==> src/rtl/lc3_ctrl_pkg.sv <==
// Shared types and encodings for the LC-3 program-counter sequencer.
package lc3_ctrl_pkg;

    typedef enum logic [3:0] {
        HALTED,
        F1,
        F2,
        F3,
        DEC,
        BR,
        JMP,
        JSR1,
        JSR2,
        EXEC,
        PAUSE1,
        PAUSE2
    } state_t;

    // Opcodes (IR[15:12]) that change control flow or stall the sequencer
    localparam logic [3:0] OP_BR    = 4'b0000;
    localparam logic [3:0] OP_JMP   = 4'b1100;
    localparam logic [3:0] OP_JSR   = 4'b0100;
    localparam logic [3:0] OP_PAUSE = 4'b1101;

    // PC select mux encodings; PCSEL_ZERO is the reset vector and never issued here
    localparam logic [1:0] PCSEL_INC   = 2'd0;
    localparam logic [1:0] PCSEL_ADDER = 2'd1;
    localparam logic [1:0] PCSEL_BUS   = 2'd2;
    localparam logic [1:0] PCSEL_ZERO  = 2'd3;

    // Branch is taken when any requested condition matches a set condition code
    function automatic logic br_taken(input logic [2:0] cond, input logic [2:0] nzp);
        return |(cond & nzp);
    endfunction

endpackage

==> src/rtl/mem_wait_timer.sv <==
// Wait counter for the memory-read phase of fetch. done is high on the last
// cycle of a MEM_WAIT-cycle window that starts when enable first rises after clear.
module mem_wait_timer #(
    parameter int MEM_WAIT = 2
) (
    input  logic clk,
    input  logic rst,
    input  logic clear,
    input  logic enable,
    output logic done
);

    logic [3:0] count;

    // Count read cycles; clear has priority so every window starts from zero
    always_ff @(posedge clk or posedge rst) begin
        if (rst) begin
            count <= 4'd0;
        end else if (clear) begin
            count <= 4'd0;
        end else if (enable) begin
            count <= count + 4'd1;
        end
    end

    assign done = (count == 4'(MEM_WAIT - 1));

endmodule

==> src/rtl/pc_sequencer.sv <==
// LC-3 program-counter sequencer: fetch, decode and PC-changing instructions.
// Outputs are decoded from the current state (plus IR/NZP for branch and JSR
// target selection). Optional feature: define PC_SEQ_BREAKPOINT_EN to add the
// BP_ADDR/PC_IN breakpoint ports, which divert F1 into PAUSE1 on a PC match.
module pc_sequencer
    import lc3_ctrl_pkg::*;
#(
    parameter int MEM_WAIT = 2
) (
    input  logic        Clk,
    input  logic        Reset,
    input  logic        Run,
    input  logic        Continue,
    input  logic [15:0] IR,
    input  logic [2:0]  NZP,
`ifdef PC_SEQ_BREAKPOINT_EN
    input  logic [15:0] BP_ADDR,
    input  logic [15:0] PC_IN,
`endif
    output logic        LD_PC,
    output logic [1:0]  PCMUX,
    output logic        LD_MAR,
    output logic        LD_MDR,
    output logic        LD_IR,
    output logic        LD_REG,
    output logic        GatePC,
    output logic        GateMDR,
    output logic        MIO_EN,
    output logic        Halted
);

    state_t     state;
    logic       wait_done;
    logic [3:0] opcode;
    logic       bp_hit;
    logic       unused_ir;

    assign opcode    = IR[15:12];
    assign unused_ir = ^IR[8:0];

`ifdef PC_SEQ_BREAKPOINT_EN
    logic bp_skip;
    assign bp_hit = (PC_IN == BP_ADDR) && !bp_skip;
`else
    assign bp_hit = 1'b0;
`endif

    mem_wait_timer #(
        .MEM_WAIT (MEM_WAIT)
    ) u_wait (
        .clk    (Clk),
        .rst    (Reset),
        .clear  (state != F2),
        .enable (state == F2),
        .done   (wait_done)
    );

    // Next-state sequencing; the breakpoint skip flag lives alongside the state
    always_ff @(posedge Clk or posedge Reset) begin
        if (Reset) begin
            state <= HALTED;
`ifdef PC_SEQ_BREAKPOINT_EN
            bp_skip <= 1'b0;
`endif
        end else begin
            case (state)
                HALTED: if (Run) state <= F1;
                F1: begin
                    if (bp_hit) begin
                        state <= PAUSE1;
                    end else begin
                        state <= F2;
`ifdef PC_SEQ_BREAKPOINT_EN
                        bp_skip <= 1'b0;
`endif
                    end
                end
                F2: if (wait_done) state <= F3;
                F3: state <= DEC;
                DEC: begin
                    case (opcode)
                        OP_BR:    state <= BR;
                        OP_JMP:   state <= JMP;
                        OP_JSR:   state <= JSR1;
                        OP_PAUSE: state <= PAUSE1;
                        default:  state <= EXEC;
                    endcase
                end
                BR:     state <= F1;
                JMP:    state <= F1;
                JSR1:   state <= JSR2;
                JSR2:   state <= F1;
                EXEC:   state <= F1;
                PAUSE1: if (Continue) state <= PAUSE2;
                PAUSE2: begin
                    if (!Continue) begin
                        state <= F1;
`ifdef PC_SEQ_BREAKPOINT_EN
                        bp_skip <= 1'b1;
`endif
                    end
                end
                default: state <= HALTED;
            endcase
        end
    end

    // Control-word decode of the current state
    always_comb begin
        LD_PC   = 1'b0;
        PCMUX   = PCSEL_INC;
        LD_MAR  = 1'b0;
        LD_MDR  = 1'b0;
        LD_IR   = 1'b0;
        LD_REG  = 1'b0;
        GatePC  = 1'b0;
        GateMDR = 1'b0;
        MIO_EN  = 1'b0;
        Halted  = 1'b0;
        case (state)
            HALTED: Halted = 1'b1;
            F1: begin
                // A breakpoint hit suppresses the whole fetch so PC stays put
                if (!bp_hit) begin
                    GatePC = 1'b1;
                    LD_MAR = 1'b1;
                    LD_PC  = 1'b1;
                    PCMUX  = PCSEL_INC;
                end
            end
            F2: begin
                MIO_EN = 1'b1;
                LD_MDR = 1'b1;
            end
            F3: begin
                GateMDR = 1'b1;
                LD_IR   = 1'b1;
            end
            BR: begin
                if (br_taken(IR[11:9], NZP)) begin
                    LD_PC = 1'b1;
                    PCMUX = PCSEL_ADDER;
                end
            end
            JMP: begin
                LD_PC = 1'b1;
                PCMUX = PCSEL_BUS;
            end
            JSR1: begin
                GatePC = 1'b1;
                LD_REG = 1'b1;
            end
            JSR2: begin
                LD_PC = 1'b1;
                PCMUX = IR[11] ? PCSEL_ADDER : PCSEL_BUS;
            end
            EXEC: LD_REG = 1'b1;
            default: ;
        endcase
    end

endmodule

==> config.mk <==
export PLATFORM = sky130hd
export DESIGN_NAME = pc_sequencer
export DESIGN_NICKNAME = d
export VERILOG_FILES = /design/src/rtl/lc3_ctrl_pkg.sv /design/src/rtl/mem_wait_timer.sv /design/src/rtl/pc_sequencer.sv
export SDC_FILE = /design/constraint.sdc
export NUM_CORES = 1
export LEC_CHECK = 0
export BUFFER_PORTS_ARGS = -buffer_cell sky130_fd_sc_hd__buf_4
export CAP_MARGIN = 30
export CELL_PAD_IN_SITES_DETAIL_PLACEMENT = 1
export CELL_PAD_IN_SITES_GLOBAL_PLACEMENT = 2
export CORE_MARGIN = 2
export CORE_UTILIZATION = 24
export CTS_BUF_LIST = sky130_fd_sc_hd__clkbuf_4 sky130_fd_sc_hd__clkbuf_8
export DETAILED_ROUTE_END_ITERATION = 8
export GPL_ROUTABILITY_DRIVEN = 0
export GPL_TIMING_DRIVEN = 0
export PLACE_DENSITY = 0.87
export SYNTH_ARGS = -nofsm -noshare
export SYNTH_HDL_FRONTEND = slang
export SYNTH_SLANG_ARGS = --single-unit
==> constraint.sdc <==
create_clock -name Clk -period 1.9 [get_ports Clk]
set_input_delay 0.19 -clock Clk [delete_from_list [all_inputs] [get_ports Clk]]
set_output_delay 0.19 -clock Clk [all_outputs]
set_load 0.005 [all_outputs]
==> metrics.cfg, run 1 <==
[logic_synthesis]
yosys_warnings = 0
postSynthNetCount = 105
synthCells = 80
ys_seq_area_share_pct = 31.3
synth-async-reset-ratio_pct = 100
post_synth_instance_area_um2 = 641
ys_ff_latch = 8
yosysUniqueCellTypes = 34
ys.flop_type = dfrtp_1
synth_top_area_share_pct = 31.3
ys_top_cells_by_area = dfrtp_1, nor2_1, ha_1
synth_top_cell_by_area = dfrtp_1
synth_edf_count = 0
syn_area_per_cell_um2 = 8.01

[floorplan]
die_y_um = 55.7
core_area_um2 = 2500
pin_count = 34
start_util_pct = 25.6
die_w_um = 55.7
row_count = 18
dieArea_um2 = 3100

[route]
drt_first_pass_iters = 4
route.detailed.drc = 0
drt-total-wl_mm = 1.81
wl_per_cell_um = 13.1
vias = 681
routed_via_density = 4.93
drtIter0Drc = 26
ant_nets = 0

[final_layout]
fin_area_um2 = 891
drive_gt1_share_pct = 33.3
area_growth_syn_to_layout_pct = 39.1
fin_util_pct = 35.6
final_nets = 135
n_antenna_cell = 0
finalNonFillerCells = 138
final_common_cell = buf_4
layout_common_cells = buf_4, nor2_1, dfrtp_1, inv_1

[worst_hold_path]
hp-class = input port to flop

[clocking]
cts_tree = yes
numCtsBuffers = 3
root_buffer = clkbuf_4
clk_latency_ns = 0.25
clk_pin_slew_ns = 0.06
cts_max_level = 1
cts_hold_buf = 1
post_cts_buffers = 0
cts_sinks = 8
cts_buffer_depth = 2
cts_resized = 0

[run_status]
outcome = finished, final reports clean

[sta]
hold_slack_ns = 0.256
report.final.hold_viol_count = 0
fin_crit_sh_pct = 93.2
rsz0062_at_grt = no
period_minus_slack_ns = 1.77
setup_ws_ns = 0.128
slew_violations = 0
finalSetupViolations = 0
worstMarginPinSlew_ns = 0.461
max-slew-margin-rel_pct = 69.0
timing.fmax_ghz = 0.564
clock-skew-final_ns = 0.00237
finalSetupTns_ns = 0

[global_route]
top_usage_layer = met2
grt_overflow = 0
grt_pass1_vias = 727
met1_usage_pct = 16.5
grt_pass1_wl_mm = 3.28
grt_usage_pct = 12.8
grt_start_max_net_pins = 11
antenna_found_initial = 0
met2_usage_pct = 22.1
use_met3_pct = 1.40

[power]
peakVddDrop_mv = 0.625
pwr_density_cell_nw_per_um2 = 1310
p_seq_share_pct = 22.2
finalPower_mw = 1.17
comb_power_share_pct = 66.8
switching_share_pct = 43.1
switching_power_mw = 0.503
p_int_mw = 0.665
p_leak_nw = 0.436
clkPwrFrac_pct = 11.0

[critical_path]
arrival_ns = 1.58
r2r_slack_ns = 0.44
critPathLaunchType = flop
worstSetupEndpointType = output port
ff2ff_path_depth = 5
r2r_start = state[0]
cp_max_fo = 10
crit_required_ns = 1.71
reg2reg_to = state[0]
cp-endpoint = LD_PC
crit_start = state[3]
crit_type = flop to output port

[place]
hpwl_mm = 1.42
portBuffers = 24
place_inst = 134
post_dp_cell_area_um2 = 858
place_ws_ns = 0.421

[job]
cap_violations = 0

## worst min-delay path by stage
stage / startpoint / to / slack, ns / cells past startpoint
floorplan: Reset / state[0] / 0.006 / 1
global placement: Reset / u_wait.count[3] / 0.15 / 2
detailed placement: Reset / state[0] / 0.16 / 2
CTS: IR[15] / state[0] / 0.25 / 3
global route: IR[15] / state[0] / 0.27 / 3
finish: IR[15] / state[0] / 0.26 / 3
## power groups by stage
stage	Sequential (mW)	Combinational [mW]	Clock [mW]
final	0.260	0.781	0.128
after global routing	0.267	0.879	0.140
after global placement	0.260	0.772	0
after detailed placement	0.264	0.785	0
after floorplan	0.250	0.495	0
after CTS	0.261	0.793	0.130
## kinds of logic after synthesis
kind of cell / share of synthesized area [%]
xor gates and xnor gates: 4.10
and+or+nand+nor: 27.5
AOI/OAI and AO/OA: 20.5
adders and majority gates: 3.91
buffers and inverters: 12.7
DFF: 31.2
## critical path, cell delays in order (launching register included)
cell and delay (ns):
dfrtp_1 0.37, buf_6 0.13, clkbuf_1 0.21, nand3b_1 0.27, o22ai_1 0.21, buf_4 0.14
## synthesized netlist by cell type, types with 2 or more instances
cell,n
nor2_1,14
dfrtp_1,8
inv_1,6
a21oi_1,4
nand2_1,4
buf_4,3
nor3_1,3
a211oi_1,2
a221o_1,2
buf_2,2
buf_6,2
ha_1,2
nand2b_1,2
nand3_1,2
nor4_1,2
o21ai_0,2
o22ai_1,2
xor2_1,2
## metal layers
metal  up-vias  wire, um  share of wire (%)
li1        342         -                  -
met1       320       794                 44
met2        19       928                 51
met3         0        88                4.9
met4         0         0                  0
met5         -         0                  0
## flip-flops by register name (all words and copies together) (netlist names)
name	cells
state	4
u_wait.count	4
## layout make-up
class | instances | area, um^2
Tap cell | 30 | 37.5
Buffer | 8 | 58.8
Inverter | 6 | 22.5
Multi-Input combinational cell | 58 | 359
Clock buffer | 3 | 22.5
Sequential cell | 8 | 200
Fill cell | 323 | 1610
Timing Repair Buffer | 25 | 190
Power figures use the tool's default switching activity.
==> run 2, diff against run 1 <==
--- a/config.mk
+++ b/config.mk
@@ -9,6 +9,7 @@
 export CAP_MARGIN = 30
 export CELL_PAD_IN_SITES_DETAIL_PLACEMENT = 1
 export CELL_PAD_IN_SITES_GLOBAL_PLACEMENT = 2
+export CORE_ASPECT_RATIO = 0.5
 export CORE_MARGIN = 2
 export CORE_UTILIZATION = 24
 export CTS_BUF_LIST = sky130_fd_sc_hd__clkbuf_4 sky130_fd_sc_hd__clkbuf_8
==> metrics.cfg, run 2 (synthesis results as in run 1) <==
[floorplan]
die_w_um = 77.1
dieArea_um2 = 3120
start_util_pct = 24.9
core_area_um2 = 2570
die_y_um = 40.5
row_count = 13
pin_count = 34

[global_route]
grt_pass1_wl_mm = 3.02
grt_start_max_net_pins = 11
met2_usage_pct = 23.5
met1_usage_pct = 15.5
top_usage_layer = met2
grt_overflow = 0
use_met3_pct = 2.03
antenna_found_initial = 0
grt_usage_pct = 12.6
grt_pass1_vias = 664

[place]
portBuffers = 24
hpwl_mm = 1.39
place_ws_ns = 0.416

[sta]
setup_ws_ns = 0.213
max-slew-margin-rel_pct = 70.9
slew_violations = 0
report.final.hold_viol_count = 0
timing.fmax_ghz = 0.593
finalSetupViolations = 0
finalSetupTns_ns = 0
clock-skew-final_ns = 0.000344
period_minus_slack_ns = 1.69
worstMarginPinSlew_ns = 0.437
fin_crit_sh_pct = 88.8
rsz0062_at_grt = no

[clocking]
cts_sinks = 8
clk_pin_slew_ns = 0.04
cts_tree = yes
clk_latency_ns = 0.23
numCtsBuffers = 3
cts_buffer_depth = 2
root_buffer = clkbuf_8
cts_max_level = 1
cts_resized = 0

[route]
drt-total-wl_mm = 1.78
route.detailed.drc = 0
routed_via_density = 4.61
ant_nets = 0
drt_first_pass_iters = 4
wl_per_cell_um = 12.3
vias = 668
drtIter0Drc = 20

[final_layout]
largest_registers = state (4), u_wait.count (4)
fin_util_pct = 35.7
area_growth_syn_to_layout_pct = 43.4
n_antenna_cell = 0
layout_common_cells = buf_4, nor2_1, dfrtp_1, inv_1
drive_gt1_share_pct = 33.3
final_nets = 135
final_common_cell = buf_4

[critical_path]
critPathLaunchType = flop
crit_type = flop to output port
worstSetupEndpointType = output port
cp_max_fo = 10
crit_start = state[3]
r2r_start = state[3]
arrival_ns = 1.50
crit_required_ns = 1.71

[job]
cap_violations = 0

[power]
finalPower_mw = 1.24
peakVddDrop_mv = 0.531
p_leak_nw = 0.444
pwr_density_cell_nw_per_um2 = 1350

[worst_hold_path]
hp-start = IR[15]
hp-class = input port to flop

[run_status]
outcome = finished, final reports clean

## run 2: where the power goes
group	internal (mW)	switching [mW]
sequential	0.218	0.0431
combinational	0.376	0.408
clock	0.137	0.0627
total	0.731	0.514
## run 2: worst paths after layout
kind,end,slack [ns],cells after the start
setup / recovery,LD_PC,0.21,5
hold reg to reg,u_wait.count[0],0.50,1
setup reg to reg,state[3],0.40,5
min in group asynchronous,u_wait.count[0],0.47,3
max in group asynchronous,state[2],1.21,3
hold / removal,state[0],0.30,3
## run 2: final cells by class
type                            count  area, um^2
Fill cell                         339        1650
Multi-Input combinational cell     58         359
Sequential cell                     8         200
Timing Repair Buffer               25         190
Buffer                              8        58.8
Tap cell                           37        46.3
Clock buffer                        3        41.3
Inverter                            6        22.5
## run 2: what timing repair did
action / 4_1_cts / 5_1_grt
hold endpoints to repair: 8 / 0
setup buffers: 0 / 0
hold buffers: 1 / 0
## run 2: worst max-delay path, cell delays in order (launching register included)
cell,delay [ns]
dfrtp_1,0.36
buf_6,0.13
clkbuf_1,0.21
nand3b_1,0.26
o22ai_1,0.17
buf_4,0.13
## run 2: routing by layer
metal / up-vias / part of all wire, %
met4: 0 / 1.1
li1: 339 / -
met1: 318 / 50
met3: 3 / 2.1
met5: - / 0
met2: 8 / 46
## run 2: per-stage QoR
stage | instance area, um^2 | std cells | hold slack [ns]
floorplan | 641 | 80 | 0.00566
global placement | 867 | 141 | 0.149
detailed placement | 867 | 141 | 0.157
CTS | 918 | 145 | 0.290
global route | 918 | 145 | 0.320
finish | 918 | 145 | 0.296
